## src/rtl/hazard_ctrl.sv

```systemverilog
// rtl/hazard_ctrl.sv - pipeline hazard sequencer: load-use stall, branch flush, mul/div freeze, forwarding (optional HAZ_PERF_EN counters)
module hazard_ctrl #(
    parameter int MD_LAT = 4,
    parameter int CNT_W  = 4
) (
    input  logic       clk,
    input  logic       rst,
    input  logic [4:0] id_rs1_addr,
    input  logic [4:0] id_rs2_addr,
    input  logic       id_rs1_used,
    input  logic       id_rs2_used,
    input  logic [4:0] exe_rs1_addr,
    input  logic [4:0] exe_rs2_addr,
    input  logic [4:0] exe_rd_addr,
    input  logic       exe_mem_read,
    input  logic       exe_md_start,
    input  logic       next_pc_sel,
    input  logic [4:0] mem_rd_addr,
    input  logic       mem_reg_write,
    input  logic [4:0] wb_rd_addr,
    input  logic       wb_reg_write,
    output logic       pc_hold,
    output logic       if_id_hold,
    output logic       if_id_flush,
    output logic       id_exe_hold,
    output logic       id_exe_flush,
    output logic       exe_mem_flush,
    output logic [1:0] fwd_rs1_sel,
    output logic [1:0] fwd_rs2_sel,
    output logic       md_busy
`ifdef HAZ_PERF_EN
    ,
    output logic [31:0] stall_cycles,
    output logic [31:0] flush_count,
    output logic [31:0] md_count
`endif
);

    localparam logic RUN     = 1'b0;
    localparam logic MD_WAIT = 1'b1;

    localparam bit              MD_EN   = (MD_LAT >= 2);
    localparam logic [CNT_W-1:0] MD_LOAD = CNT_W'(MD_EN ? MD_LAT - 2 : 0);

    logic             state, state_nxt;
    logic [CNT_W-1:0] cnt, cnt_nxt;
    logic             load_use;
    logic             md_enter;

    always_comb begin
        load_use = exe_mem_read && (exe_rd_addr != 5'd0) &&
                   ((id_rs1_used && (id_rs1_addr == exe_rd_addr)) ||
                    (id_rs2_used && (id_rs2_addr == exe_rd_addr)));
    end

    always_comb begin
        state_nxt     = state;
        cnt_nxt       = cnt;
        pc_hold       = 1'b0;
        if_id_hold    = 1'b0;
        if_id_flush   = 1'b0;
        id_exe_hold   = 1'b0;
        id_exe_flush  = 1'b0;
        exe_mem_flush = 1'b0;
        md_busy       = 1'b0;
        md_enter      = 1'b0;
        case (state)
            RUN: begin
                // A taken branch flushes the dependent instruction, so it outranks md/load-use.
                if (next_pc_sel) begin
                    if_id_flush  = 1'b1;
                    id_exe_flush = 1'b1;
                end else if (exe_md_start && MD_EN) begin
                    pc_hold       = 1'b1;
                    if_id_hold    = 1'b1;
                    id_exe_hold   = 1'b1;
                    exe_mem_flush = 1'b1;
                    cnt_nxt       = MD_LOAD;
                    state_nxt     = MD_WAIT;
                    md_enter      = 1'b1;
                end else if (load_use) begin
                    pc_hold      = 1'b1;
                    if_id_hold   = 1'b1;
                    id_exe_flush = 1'b1;
                end
            end
            MD_WAIT: begin
                md_busy = 1'b1;
                if (cnt != '0) begin
                    pc_hold       = 1'b1;
                    if_id_hold    = 1'b1;
                    id_exe_hold   = 1'b1;
                    exe_mem_flush = 1'b1;
                    cnt_nxt       = cnt - CNT_W'(1);
                end else begin
                    state_nxt = RUN;
                end
            end
            default: begin
                state_nxt = RUN;
                cnt_nxt   = '0;
            end
        endcase
    end

    always_ff @(posedge clk or posedge rst) begin
        if (rst) begin
            state <= RUN;
            cnt   <= '0;
        end else begin
            state <= state_nxt;
            cnt   <= cnt_nxt;
        end
    end

    // MEM result is younger than WB, so it wins when both match.
    function automatic logic [1:0] fwd_sel(input logic [4:0] rs,
                                           input logic       m_we,
                                           input logic [4:0] m_rd,
                                           input logic       w_we,
                                           input logic [4:0] w_rd);
        if (m_we && (m_rd != 5'd0) && (m_rd == rs))
            return 2'd1;
        else if (w_we && (w_rd != 5'd0) && (w_rd == rs))
            return 2'd2;
        else
            return 2'd0;
    endfunction

    always_comb begin
        fwd_rs1_sel = fwd_sel(exe_rs1_addr, mem_reg_write, mem_rd_addr, wb_reg_write, wb_rd_addr);
        fwd_rs2_sel = fwd_sel(exe_rs2_addr, mem_reg_write, mem_rd_addr, wb_reg_write, wb_rd_addr);
    end

`ifdef HAZ_PERF_EN
    always_ff @(posedge clk or posedge rst) begin
        if (rst) begin
            stall_cycles <= 32'd0;
            flush_count  <= 32'd0;
            md_count     <= 32'd0;
        end else begin
            if (pc_hold)
                stall_cycles <= stall_cycles + 32'd1;
            if (if_id_flush)
                flush_count <= flush_count + 32'd1;
            if (md_enter)
                md_count <= md_count + 32'd1;
        end
    end
`endif

endmodule

```

## config.mk

```make
export PLATFORM = sky130hd
export DESIGN_NAME = hazard_ctrl
export DESIGN_NICKNAME = d
export VERILOG_FILES = /design/src/rtl/hazard_ctrl.sv
export SDC_FILE = /design/constraint.sdc
export NUM_CORES = 1
export LEC_CHECK = 0
export ABC_AREA = 0
export CORE_AREA = 2 2 56 58
export DETAILED_ROUTE_END_ITERATION = 6
export DIE_AREA = 0 0 58 60
export GPL_TIMING_DRIVEN = 0
export PLACE_DENSITY_LB_ADDON = 0.08
export SKIP_LAST_GASP = 1
export SYNTH_ARGS = -nofsm -noshare
export SYNTH_HDL_FRONTEND = slang
export SYNTH_SLANG_ARGS = --single-unit
```

## constraint.sdc

```tcl
create_clock -name clk -period 2.57 [get_ports clk]
set_input_delay 0.771 -clock clk [delete_from_list [all_inputs] [get_ports clk]]
set_output_delay 0.771 -clock clk [all_outputs]
set_load 0.05 [all_outputs]
```

==> flow_summary.yaml <==
status:
  status: "finished, violations left"
  violations: "negative setup slack"
timing:
  rsz0062_at_grt: "true"
  finalMaxSlewViolations: 0
  worst_clock_skew_ns: 0.002450
  fin_crit_sh_pct: 110.8
  hold_ws_ns: 0.4989
  fmax_mhz: 351.3
  final.min_clock_period_ns: 2.846
  setup_ws_ns: -0.2763
  worst_pin_slew_ns: 0.4910
  hold_viol_final: 0
  maxSlewHeadroom_pct: 67.17
  setup_violations: 7
min_path:
  hold_class: "flop to flop"
  min_path_cells: 1
global_routing:
  grt_remaining_overflow: 0
  grt_max_degree: 10
  antenna_found_initial: 0
  grt_usage_pct: 12.77
  grt_pass1_vias: 818
  grt_first_pass_wirelength_microns: 3574
floorplan:
  rows: 20
  core-area_sq_um: 2903
  ios: 55
  die_area_sq_um: 3480
  start_util_pct: 23.88
  chipWidth_microns: 58
  die_y_microns: 60
clock_network:
  cts_buffers: 3
  clk_pin_slew_ns: 0.04
  cts_sinks: 5
  cts_buffer_depth: 2
  cts_tree: "built"
  postCtsHoldBufs: 0
  root_buffer: "clkbuf_4"
  insertion_delay_ns: 0.24
  htreeDepth: 1
route:
  drc_errors: 0
  firstDrtPassIters: 4
  antenna_left: 0
  drt-initial-drc-count: 6
  viasPerCell: 4.486
  wl_per_cell_microns: 12.84
  wl_microns: 2324
  vias: 812
synthesis:
  avgSynthCellArea_sq_um: 8.558
  synth.distinct_cells: 30
  synth_top_family_by_area: "XOR/XNOR gates"
  syn_nets: 126
  ys_warn_count: 0
  ys_async_sr_fraction_pct: 100.0
  synth-xor-area-share_pct: 37.91
  syn_area_sq_um: 693.2
  synth_ff_type: "dfrtp_1"
  synth_simple_gate_area_share_pct: 25.99
  synthAdderAreaFrac_pct: 1.805
  synth-seq-cells: 5
  syn_inst: 81
  yosysSeqAreaShare_pct: 18.05
  synth_mux_area_share_pct: 3.069
  synth_edf_count: 0
  synth_compound_area_share_pct: 8.845
placement:
  post-place-ws_ns: -1.438
  gp_congestion: 0.8351
  hpwl_microns: 1873
  io_buffers: 54
critical_path:
  cp_num_cells: 7
  worst-path-buf-inv: 3
  crit_chain: "buf_8 -> or4_4 -> o21ai_4 -> or3_4 -> o21bai_4 -> buf_6 -> buf_8"
  slowest_delay_ns: 0.55
  critPathKind: "input pin to output port"
  start_kind: "input pin"
  arrival_ns: 2.08
  end_kind: "output port"
  path_common_cell: "buf_8"
  cp.required_ns: 1.80
  worstPathMaxFanout: 3
  reg2regPathDepth: 7
  crit_slowest_cell: "or4_4"
  path_delay_family: "simple AND/OR/NAND/NOR gates"
finish:
  area_growth_pct: 123.8
  fillers: 273
  multi_input_area_sq_um: 728.2
  antennaDiodeCount: 0
  drive_gt1_share_pct: 50.68
  register_area_sq_um: 125.1
  num-nets-final: 194
pwr:
  powerDensity_nw_per_um2: 659.1
  finalPower_uw: 1023
  power_leakage_uw: 0.0007092
  irDropWorstVdd_uv: 711.5
flow_run:
  maxCapViolCount: 0
## final timing paths
path | start | end | slack, ns
max | exe_rd_addr[1] | pc_hold | -0.28
max reg2reg | cnt[0]$_DFFE_PP0P_ | cnt[1]$_DFFE_PP0P_ | 1.01
min | cnt[0]$_DFFE_PP0P_ | cnt[0]$_DFFE_PP0P_ | 0.50
min in group asynchronous | rst | cnt[2]$_DFFE_PP0P_ | 0.73
max in group asynchronous | rst | cnt[0]$_DFFE_PP0P_ | 1.67
min reg2reg | cnt[0]$_DFFE_PP0P_ | cnt[0]$_DFFE_PP0P_ | 0.50
## per-layer routing
metal | part of all wire [%] | vias up | global-route usage [%] | wire length, microns
met2 | 55 | 24 | 23.86 | 1272
met4 | 0 | 0 | 1.993 | 0
li1 | - | 414 | - | -
met3 | 5.4 | 0 | 1.732 | 126
met1 | 40 | 374 | 15.80 | 925
met5 | 0 | - | 0 | 0
## flip-flops by register name, summed over array words and instances (netlist names)
name and count:
cnt 4, state 1
## synthesized netlist by cell type, types with 2 or more instances
master / count / area [sq um]
o21bai_1: 2 / 15.01
xor2_1: 22 / 192.7
nor2_1: 2 / 7.510
or3_1: 2 / 12.51
or4_1: 4 / 30.03
nand3_1: 2 / 10.01
inv_1: 4 / 15.01
nor4_1: 4 / 25.02
dfrtp_1: 5 / 125.1
xnor2_1: 8 / 70.07
buf_4: 2 / 15.01
nor4_2: 2 / 25.02
nand2_1: 5 / 18.77
## where the power goes
part	internal [uW]	switching, uW	leakage [uW]
Sequential	112	47.4	0.0000604
Combinational	364	411	0.000634
Clock	58.6	30.1	0.0000150
## per-stage QoR
step                setup TNS [ns]  utilization (%)  cells  area (sq um)
finish                      -1.599            53.45    181          1551
global route                -1.919            53.45    181          1551
CTS                         -2.209            49.91    177          1449
detailed placement          -10.78            46.98    168          1364
global placement            -10.71            46.98    168          1364
floorplan                  -0.9464                -     81         782.0
## repair_timing
item                                    in CTS  in global routing
gates resized for setup                    135                 79
endpoints found under the hold margin        0                  0
endpoints found under the setup margin      10                  8
pin swaps                                   12                 22
buffers inserted                             6                  4
## logic make-up after synthesis
kind of cell | Yosys count
AO/OA/AOI/OAI | 9
XOR/XNOR | 30
adder cells (fa/ha/maj) | 1
buffers and inverters | 6
flip-flops | 5
multiplexers | 2
AND/OR/NAND/NOR | 28
## cell type report
cell class	instances	share of cell area (%)
plain buffers	2	1.210
multi-input cells	70	46.94
clock buffers	4	1.694
flip-flops and latches	5	8.065
well taps	33	2.661
inverters	4	0.9677
repair buffers	63	38.47
## cells in the final DEF (no fill, tap or decap), drive strengths merged
cell | Yosys | final
or4b | 1 | 1
clkdlybuf4s50 | 0 | 6
nor3 | 1 | 1
a32oi | 1 | 1
xor2 | 22 | 22
nor4 | 6 | 6
nand2b | 1 | 1
or3 | 2 | 2
dfrtp | 5 | 5
dlymetal6s2s | 0 | 7
mux2 | 1 | 1
nand3 | 2 | 2
a21oi | 1 | 1
nor2b | 1 | 1
ha | 1 | 1
nor2 | 2 | 2
clkbuf | 0 | 15
and2 | 2 | 2
o21ai | 3 | 3
or4 | 5 | 5
nand2 | 5 | 5
mux2i | 1 | 1
o22ai | 1 | 1
clkdlybuf4s15 | 0 | 3
o31ai | 1 | 1
xnor2 | 8 | 8
inv | 4 | 4
dlygate4sd2 | 0 | 4
buf | 2 | 34
o21bai | 2 | 2
(Power assumes the default switching activity.)
